<file path="config.mk">
export PLATFORM = sky130hd
export DESIGN_NAME = comma_aligner
export DESIGN_NICKNAME = d
export VERILOG_FILES = /design/src/rtl/comma_aligner.sv
export SDC_FILE = /design/constraint.sdc
export NUM_CORES = 1
export LEC_CHECK = 0
export ABC_AREA = 1
export BUFFER_PORTS_ARGS = -buffer_cell sky130_fd_sc_hd__buf_2
export CAP_MARGIN = 20
export CORE_MARGIN = 1
export CORE_UTILIZATION = 44
export DETAILED_ROUTE_END_ITERATION = 8
export PLACE_DENSITY_LB_ADDON = 0.25
export SLEW_MARGIN = 20
export SYNTH_ARGS = -nofsm -noshare
export SYNTH_HDL_FRONTEND = slang
export SYNTH_SLANG_ARGS = --single-unit
</file>
<file path="constraint.sdc">
create_clock -name pclk -period 3.8 [get_ports pclk]
set_clock_uncertainty 0.15 [all_clocks]
set_input_delay 0.19 -clock pclk [delete_from_list [all_inputs] [get_ports pclk]]
set_output_delay 0.19 -clock pclk [all_outputs]
set_load 0.02 [all_outputs]
</file>
<file path="src/rtl/comma_aligner.sv">
// comma_aligner: hunts K28.5 at any of 10 bit phases, qualifies lock, emits symbol-aligned codes
module comma_aligner #(
  parameter int LOCK_CNT = 3,
  parameter int LOSS_CNT = 4,
  parameter bit BOTH_RD  = 1'b1
) (
  input  logic       pclk,
  input  logic       reset_n,
  input  logic [9:0] raw_in,
  input  logic       raw_valid,
  input  logic       realign,
  output logic [9:0] sym_out,
  output logic       sym_valid,
  output logic       sym_is_comma,
  output logic       locked,
  output logic [3:0] offset,
  output logic       lock_lost
);
  localparam logic [9:0] K_RDM  = 10'b0011111010;
  localparam logic [9:0] K_RDP  = 10'b1100000101;
  localparam logic [3:0] LOCK_N = 4'(LOCK_CNT);
  localparam logic [3:0] LOSS_N = 4'(LOSS_CNT);
  typedef enum logic [1:0] {HUNT, CHECK, LOCKED} state_t;
  state_t      r_state, w_state_n;
  logic [9:0]  r_prev, r_sym;
  logic [3:0]  r_off, w_off_n, r_good, w_good_n, r_bad, w_bad_n, w_first, w_ginc, w_binc;
  logic        r_valid, r_comma, r_lost, w_lost, w_any;
  logic [19:0] w_win, w_sh;
  logic [9:0]  w_hit;
  assign w_win = {r_prev, raw_in};
  for (genvar k = 0; k < 10; k++) begin : g_hit
    assign w_hit[k] = (w_win[19-k -: 10] == K_RDM) || (BOTH_RD && (w_win[19-k -: 10] == K_RDP));
  end
  assign w_any  = |w_hit;
  assign w_ginc = (r_good == 4'hF) ? r_good : r_good + 4'd1;
  assign w_binc = (r_bad == 4'hF) ? r_bad : r_bad + 4'd1;
  assign w_sh   = w_win >> (4'd10 - w_off_n);
  // lowest matching offset wins when several phases hit
  always_comb begin
    w_first = 4'd0;
    for (int i = 9; i >= 0; i--) if (w_hit[i]) w_first = 4'(i);
  end
  // next-state, offset and qualification counters; realign beats any hit
  always_comb begin
    w_state_n = r_state;
    w_off_n   = r_off;
    w_good_n  = r_good;
    w_bad_n   = r_bad;
    w_lost    = 1'b0;
    if (realign) begin
      w_state_n = HUNT;
      w_good_n  = 4'd0;
      w_bad_n   = 4'd0;
      w_lost    = (r_state == LOCKED);
    end else if (raw_valid) begin
      case (r_state)
        HUNT: if (w_any) begin
          w_off_n   = w_first;
          w_good_n  = 4'd1;
          w_bad_n   = 4'd0;
          w_state_n = (LOCK_N == 4'd1) ? LOCKED : CHECK;
        end
        CHECK: if (w_hit[r_off]) begin
          w_good_n = w_ginc;
          if (w_ginc >= LOCK_N) begin
            w_state_n = LOCKED;
            w_bad_n   = 4'd0;
          end
        end else if (w_any) begin
          w_off_n  = w_first;
          w_good_n = 4'd1;
        end
        LOCKED: if (w_hit[r_off]) w_bad_n = 4'd0;
        else if (w_any) begin
          w_bad_n = w_binc;
          if (w_binc >= LOSS_N) begin
            w_state_n = HUNT;
            w_lost    = 1'b1;
            w_good_n  = 4'd0;
            w_bad_n   = 4'd0;
          end
        end
        default: w_state_n = HUNT;
      endcase
    end
  end
  // state, window history and registered symbol outputs
  always_ff @(posedge pclk) begin
    if (!reset_n) begin
      r_state <= HUNT;
      r_prev  <= 10'd0;
      r_off   <= 4'd0;
      r_good  <= 4'd0;
      r_bad   <= 4'd0;
      r_sym   <= 10'd0;
      r_valid <= 1'b0;
      r_comma <= 1'b0;
      r_lost  <= 1'b0;
    end else begin
      r_state <= w_state_n;
      r_off   <= w_off_n;
      r_good  <= w_good_n;
      r_bad   <= w_bad_n;
      r_valid <= raw_valid && (w_state_n == LOCKED);
      r_comma <= raw_valid && w_hit[w_off_n];
      r_lost  <= w_lost;
      if (raw_valid) begin
        r_prev <= raw_in;
        r_sym  <= w_sh[9:0];
      end
    end
  end
  assign sym_out      = r_sym;
  assign sym_valid    = r_valid;
  assign sym_is_comma = r_comma;
  assign locked       = (r_state == LOCKED);
  assign offset       = r_off;
  assign lock_lost    = r_lost;
endmodule

</file>
==> results of run 1 <==
## metrics by stage
stage / hold slack [ps] / std cells / total power (uW) / util [%]
2_1_floorplan: 178 / 617 / 727 / -
3_3_place_gp: 302 / 735 / 816 / 48.4
3_5_place_dp: 315 / 735 / 817 / 48.4
4_1_cts: 2.00 / 743 / 1250 / 50.1
5_1_grt: 5.14 / 746 / 1340 / 50.9
6_report: 4.97 / 746 / 1270 / 50.9
## power by group
group	internal [uW]	switching, uW	leakage (uW)	total, uW
Combinational	137	264	0.00159	401
Clock	265	172	0.0000687	436
Sequential	410	21.6	0.000304	431
Total	811	457	0.00197	1270
## worst paths after layout
check / from / to / slack, ps
min reg2reg: r_bad[3] / r_bad[3] / 330
min: raw_in[0] / r_prev[0] / 5
max reg2reg: r_prev[2] / sym_out[3] / 360
max: r_prev[2] / sym_out[3] / 360
## area by class of cell
type / instances / area [um2]
clock buffer: 5 / 68.8
clock inverter: 3 / 68.8
fill: 823 / 3790
inverter: 71 / 273
multi-input combinational: 490 / 2420
sequential: 37 / 741
tap: 102 / 128
timing repair buffer: 38 / 233
## sequential cells by signal, indices dropped and copies added, names as in the netlist
register      cells
r_prev           10
sym_out          10
offset            4
r_bad             4
r_good            4
r_state           2
lock_lost         1
sym_is_comma      1
sym_valid         1
## layer usage
metal | part of all wire, % | track usage, %
met4 | 1.8 | 8.60
met3 | 6.7 | 2.93
met1 | 46 | 35.7
met2 | 45 | 42.1
met5 | 0 | 0
## what timing repair did
action / in CTS / in global routing
resized for setup: 0 / 4
setup buffers: 0 / 3
setup endpoints to repair: 0 / 10
hold buffers: 0 / 0
## logic make-up after synthesis
family | after synthesis
AND/OR/NAND/NOR | 414
flip-flops | 37
buffers and inverters | 90
adder cells (fa/ha/maj) | 7
XOR/XNOR | 2
AO/OA/AOI/OAI | 67
## worst max-delay path: cells and delay by family (launching register included)
family	cells	cell delay [ps]
simple gates	19	2140
buf+inv	4	410
flops	1	400
fa+ha+maj	1	220
## placed cells by master, fill, tap and decap left out, types with 2 or more instances in the layout
master	synthesis	final
nand3_1	150	150
nand2_1	124	124
nor2_1	83	83
inv_1	59	59
dfxtp_1	37	37
buf_2	4	31
o21ai_0	29	29
a21oi_1	27	27
nand2_2	13	12
inv_2	11	10
nand3b_1	7	7
nand4_1	7	7
ha_1	7	7
nand3_2	5	5
nor3_1	5	5
clkbuf_8	0	5
buf_4	1	5
and2_1	4	4
nor2_2	4	4
nand2_4	3	4
nor2_4	3	3
o21ai_1	3	3
xor2_1	2	2
a211oi_1	2	2
and2_0	2	2
bufinv_16	0	2
buf_12	0	2
==> results.toml, run 1 <==
[status]
status = "finished clean"

[placement]
hpwl_um = 7920
port-buffer-count = 31
pre_cts_slack_ps = 109
gp_congestion = 0.931
place_area_mm2 = 0.00374

[timing]
worst_slack_ps = 356
setup_tns_ps = 0
hold_viol = 0
finalMaxSlewViolations = 0
max_freq_mhz = 290
final-setup-viol-count = 0
layout_worst_path_cycle_share_pct = 90.6
fin_crit_ps = 3440
rsz0062_at_grt = "no"
maxSlewHeadroom_pct = 67.4
worst_pin_slew_ps = 489

[clock_network]
numClockSinks = 37
clk_pin_slew_worst_paths_ps = 90
cts_buffer_depth = 2
numCtsBuffers = 5
clk_latency_ps = 300
htree_levels = 2
tritoncts = "yes"
clockRootBuffer = "clkbuf_8"

[worst_setup_path]
critical_path.slowest_cell = "dfxtp_1"
max_stage_delay_ps = 400
worstPathCellList = "inv_2 > nand2_2 > nor2_1 > nand3_1 > and2_4 > nand3_2 > nor2_4 > nand2_4 > nor2_4 > nor2_2 > nor2_1 > nor2_2 > nand2_4 > nand2_4 > inv_1 > ha_1 > or2_1 > nand2_4 > buf_12 > nand3_1 > nand3_1 > nand3_1 > nand2_1 > inv_1"
worstPathMaxFanout = 21
worst_setup_path_end_kind = "flip-flop"
path_class = "reg2reg"
cp.required_ps = 3860
arrival_ps = 3510
worstSetupStartpointType = "flip-flop"
rr_worst_depth = 24

[drt]
drc_errors = 0
vias = 4195
finalWirelength_um = 10500
firstDrtPassIters = 6
final_antenna_net_count = 0
vias_per_cell = 5.62
drt_iter0_markers = 384
wl_per_cell_um = 14.1

[synthesis]
seq_area_frac_synth_pct = 21.0
synth_top_family_by_area = "simple AND/OR/NAND/NOR gates"
async_flop_share_pct = 0
synth_area_mm2 = 0.00353
synth-seq-cells = 37
synth-compound-area-share_pct = 10.5
synth_edf_count = 0
syn-instance-count = 617
yosys.cell_types.count = 38
netlist.top_cell.by_area = "nand3_1"
yosysWarnings = 0
muxShareOfSynthArea_pct = 0
syn_avg_cell_area_um2 = 5.72
synth.most_common_cell = "nand3_1"
synthXorXnorAreaFrac_pct = 0.497
synth_fp_nets = 638
synthAdderAreaFrac_pct = 2.48
synth_simple_gate_area_share_pct = 55.1
synth.top_cell.area_share_pct = 21.3
synth_area_leaders = "nand3_1, dfxtp_1, nand2_1"
synthFlopType = "dfxtp_1"
synthTopCellsByCount = "nand3_1, nand2_1, nor2_1"

[run]
cap_violations = 0

[cells_and_area]
antenna_cells = 0
layout-drive-gt1-share_pct = 14.1
fin_nets = 664
final_cell_area_mm2 = 0.00393
synthToLayoutAreaGrowth_pct = 11.5

[pwr]
power_density_mw_per_mm2 = 322
p_leak_uw = 0.00197
ir_drop_mv = 0.176

[grt]
track_usage_pct = 26.0
grt_pass1_vias = 3820
antenna_found_initial = 0
grt_max_degree = 43
overflow = 0
grt_pass1_wl_um = 17800

[die]
core-area_mm2 = 0.00773
row_count = 32
io_pins = 32
die_w_um = 91.5
dieArea_mm2 = 0.00838
dieHeight_um = 91.5
start_util_pct = 45.6

[min_path]
min_path_type = "in2reg"
whs_path_depth = 3
No activity file was read; power rests on OpenSTA's default activity.
==> run 2, diff against run 1 <==
--- a/config.mk
+++ b/config.mk
@@ -10,6 +10,7 @@
 export CAP_MARGIN = 20
 export CORE_MARGIN = 1
 export CORE_UTILIZATION = 44
+export CTS_CLUSTER_SIZE = 10
 export DETAILED_ROUTE_END_ITERATION = 8
 export PLACE_DENSITY_LB_ADDON = 0.25
 export SLEW_MARGIN = 20
==> constraint.sdc (replaced) <==
create_clock -name pclk -period 4.3 [get_ports pclk]
set_clock_uncertainty 0.15 [all_clocks]
set_input_delay 0.215 -clock pclk [delete_from_list [all_inputs] [get_ports pclk]]
set_output_delay 0.215 -clock pclk [all_outputs]
set_load 0.02 [all_outputs]
==> results.toml, run 2 (same netlist as run 1, synthesis figures left out) <==
[clock_network]
cts_buffer_depth = 2
htree_levels = 2
post_cts_resized = 0
clk_latency_ps = 310
clockRootBuffer = "clkbuf_8"
numCtsBuffers = 5
tritoncts = "yes"
ctsHoldBuffers = 0
clk_pin_slew_worst_paths_ps = 90
post_cts_buffers = 0
numClockSinks = 37

[drt]
finalWirelength_um = 10700
final_antenna_net_count = 0
drt_iter0_markers = 274
firstDrtPassIters = 5
vias = 4115
wl_per_cell_um = 14.5
vias_per_cell = 5.55
drc_errors = 0

[die]
io_pins = 32
die_w_um = 91.5
dieArea_mm2 = 0.00838
row_count = 32
core-area_mm2 = 0.00773
dieHeight_um = 91.5
start_util_pct = 45.6

[grt]
overflow = 0
antenna_found_initial = 0
grt_pass1_vias = 3941
track_usage_pct = 26.8
grt_pass1_wl_um = 18200
grt_max_degree = 43

[min_path]
whs_path_depth = 3
hp-start = "raw_in[0]"
hold_path_end = "r_prev[0]"
min_path_type = "in2reg"

[worst_setup_path]
crit_top_cell = "nand3_1"
worstReg2RegStart = "r_prev[0]"
r2r_slack_ps = 420
max_stage_delay_ps = 450
arrival_ps = 3930
worst_setup_path_end_kind = "flip-flop"
r2r-end = "sym_out[5]"
worstPathMaxFanout = 30
critical_path.startpoint = "r_prev[0]"
rr_worst_depth = 23
worstPathCellList = "nand2_1 > nor2_1 > nand3b_1 > nand2_2 > nor2_2 > nand2_2 > nor2_4 > nand2_4 > nor2_4 > nor2_2 > nor2_1 > nor2_2 > nand2_4 > nand2_8 > inv_1 > ha_1 > clkinv_1 > nand3_1 > nand3_1 > nand3_1 > nand3_1 > nand2_1 > inv_1"
path_class = "reg2reg"
critical_path.slowest_cell = "dfxtp_1"
worstSetupStartpointType = "flip-flop"
cp.required_ps = 4350

[cells_and_area]
layout-drive-gt1-share_pct = 13.4
mostFrequentLayoutCells = "nand3_1, nand2_1, nor2_1, inv_1, dfxtp_1"
regArea_um2 = 741
stdcell_count = 742
multiInputGateArea_mm2 = 0.00243
antenna_cells = 0
final_common_cell = "nand3_1"
fillers = 842
synthToLayoutAreaGrowth_pct = 10.0
fin_nets = 660

[pwr]
internal_power_uw = 706
p_switching_uw = 404
combPwrFrac_pct = 30.9
p_leak_uw = 0.00194
switching_share_pct = 36.4
ir_drop_mv = 0.155
pwr-share-clk_pct = 34.7
p_seq_share_pct = 34.4
power_density_mw_per_mm2 = 286

[placement]
hpwl_um = 8310
port-buffer-count = 31
dp.cells = 734
gp_congestion = 0.908

[timing]
finalMaxSlewViolations = 0
maxSlewHeadroom_pct = 65.7
fin_crit_ps = 3880
worst_pin_slew_ps = 514
max_freq_mhz = 258
final-setup-viol-count = 0
rsz0062_at_grt = "no"
setup_tns_ps = 0
layout_worst_path_cycle_share_pct = 90.2
hold_viol = 0

[status]
status = "finished clean"

[run]
cap_violations = 0
[run 2: worst max path at each step]
stage,to,slack [ps]
global placement,sym_out[6],270
CTS,sym_out[6],360
floorplan,sym_out[3],1230
detailed placement,sym_out[6],240
finish,sym_out[5],420
global route,sym_out[0],10
[run 2: metal layers]
layer | vias to the layer above | global-route usage (%) | routed length [um] | share of wire, %
met3 | 17 | 3.10 | 644 | 6.0
met2 | 152 | 43.5 | 4810 | 45
met4 | 0 | 10.4 | 238 | 2.2
li1 | 2077 | - | - | -
met5 | - | 0 | 0 | 0
met1 | 1869 | 36.1 | 5040 | 47
[run 2: area by class of cell]
class                   instances  share of cell area [%]
clock inverters                 3                    1.77
well taps                     102                    3.29
flip-flops and latches         37                    19.1
inverters                      71                    6.87
multi-input cells             490                    62.6
clock buffers                   5                    1.77
repair buffers                 34                    4.58
[run 2: power groups by stage]
| stage | Sequential, uW | Clock (uW) | Combinational, uW |
|---|---|---|---|
| 2_1_floorplan | 398 | 0 | 244 |
| 5_1_grt | 384 | 398 | 385 |
| 3_3_place_gp | 388 | 0 | 333 |
| 3_5_place_dp | 389 | 0 | 334 |
| 4_1_cts | 381 | 390 | 335 |
| 6_report | 381 | 385 | 343 |
[run 2: worst max-delay path: cells and delay by family (launching register included)]
family                     cells  cell delay (ps)
buffers and inverters          3              560
DFF                            1              450
adders and majority gates      1              320
and+or+nand+nor               19             2270
[run 2: per-stage QoR]
stage	hold slack [ps]	total power [uW]	setup WS [ps]	area [um2]	util, %
2_1_floorplan	203	642	1230	3530	-
3_3_place_gp	303	721	275	3730	48.3
3_5_place_dp	309	722	243	3730	48.3
4_1_cts	19.6	1110	364	3870	50.0
5_1_grt	74.2	1170	12.9	3880	50.2
6_report	31.3	1110	423	3880	50.2
==> run 3, diff against run 2 <==
==> constraint.sdc (replaced) <==
create_clock -name pclk -period 4.1 [get_ports pclk]
set_clock_uncertainty 0.15 [all_clocks]
set_input_delay 0.205 -clock pclk [delete_from_list [all_inputs] [get_ports pclk]]
set_output_delay 0.205 -clock pclk [all_outputs]
set_load 0.02 [all_outputs]
==> results.toml, run 3 (same netlist as run 1, synthesis figures left out) <==
[timing]
fin_crit_ps = 3670
maxSlewHeadroom_pct = 65.9
layout_worst_path_cycle_share_pct = 89.6
setup_tns_ps = 0
worst_pin_slew_ps = 512
max_freq_mhz = 272
final-setup-viol-count = 0
hold_viol = 0
rsz0062_at_grt = "no"
holdWs_ps = 31.0
finalMaxSlewViolations = 0

[clock_network]
ctsHoldBuffers = 0
clockRootBuffer = "clkbuf_8"
clk_latency_ps = 300
numCtsBuffers = 5
numClockSinks = 37
clk_pin_slew_worst_paths_ps = 90
post_cts_buffers = 0
tritoncts = "yes"
cts_buffer_depth = 2
htree_levels = 2
post_cts_resized = 0

[die]
core-area_mm2 = 0.00773
die_w_um = 91.5
dieArea_mm2 = 0.00838
start_util_pct = 45.6
dieHeight_um = 91.5
row_count = 32
io_pins = 32

[grt]
grt_pass1_vias = 3706
track_usage_pct = 25.8
grt_max_degree = 43
grt_pass1_wl_um = 17600
antenna_found_initial = 0
overflow = 0

[pwr]
power_density_mw_per_mm2 = 299
ir_drop_mv = 0.160
p_leak_uw = 0.00194

[worst_setup_path]
max_stage_delay_ps = 500
r2r_slack_ps = 430
crit_family = "simple AND/OR/NAND/NOR gates"
path_buf_inv = 3
worst_setup_path_end_kind = "flip-flop"
cp.required_ps = 4140
worstSetupStartpointType = "flip-flop"
crit_top_cell = "nand2_1"
path_class = "reg2reg"
critical_path.slowest_cell = "dfxtp_1"
arrival_ps = 3710
worstPathMaxFanout = 21

[run]
cap_violations = 0

[placement]
gp_congestion = 0.908
hpwl_um = 8090
port-buffer-count = 31

[drt]
vias = 4163
drc_errors = 0
wl_per_cell_um = 14.2
final_antenna_net_count = 0
vias_per_cell = 5.60
drt_iter0_markers = 313
finalWirelength_um = 10500
firstDrtPassIters = 5

[cells_and_area]
final_common_cell = "nand3_1"
fin_nets = 661
layout-drive-gt1-share_pct = 13.6
mostFrequentLayoutCells = "nand3_1, nand2_1, nor2_1, inv_1, dfxtp_1"
antenna_cells = 0
synthToLayoutAreaGrowth_pct = 9.86

[status]
status = "finished clean"

[min_path]
min_path_type = "in2reg"
-- run 3: cell count changes in the layout (fill, tap and decap cells not counted), sizes merged --
cell | previous run | this run
buf | 34 | 35
-- run 3: worst min-delay path, cell delays in order --
cell     delay (ps)
buf_2           100
inv_1            80
a21oi_1          60
-- run 3: metal layers --
| layer | share of wire [%] | up-vias | GRT usage (%) |
|---|---|---|---|
| met3 | 7.0 | 20 | 3.18 |
| met5 | 0 | - | 0 |
| met4 | 2.0 | 0 | 8.73 |
| li1 | - | 2084 | - |
| met2 | 43 | 183 | 39.5 |
| met1 | 48 | 1876 | 37.1 |
-- run 3: power by group --
part / internal [uW] / switching, uW / leakage [uW]
registers: 380 / 20.3 / 0.000304
logic: 115 / 244 / 0.00157
clock network: 245 / 153 / 0.0000687
-- run 3: final cells by class --
| class | instances | area, um2 |
|---|---|---|
| multi-input combinational | 490 | 2420 |
| fill | 804 | 3850 |
| timing repair buffer | 35 | 185 |
| inverter | 71 | 267 |
| tap | 102 | 128 |
| sequential | 37 | 741 |
| clock buffer | 5 | 68.8 |
| clock inverter | 3 | 68.8 |
-- run 3: stage by stage --
step	instance area, um2	utilization (%)	total power, uW	std cells	worst slack, ps
global route	3870	50.1	1220	743	3.28
finish	3870	50.1	1160	743	427
floorplan	3530	-	674	617	1030
global placement	3740	48.4	759	735	352
CTS	3870	50.1	1160	743	475
detailed placement	3740	48.4	759	735	390
-- run 3: worst paths after layout --
path / from / to / cells after the start
worst max register to register: r_prev[2] / sym_out[6] / 25
worst max-delay path: r_prev[2] / sym_out[6] / 25
worst min register to register: r_bad[3] / r_bad[3] / 2
worst min-delay path: raw_in[0] / r_prev[0] / 3
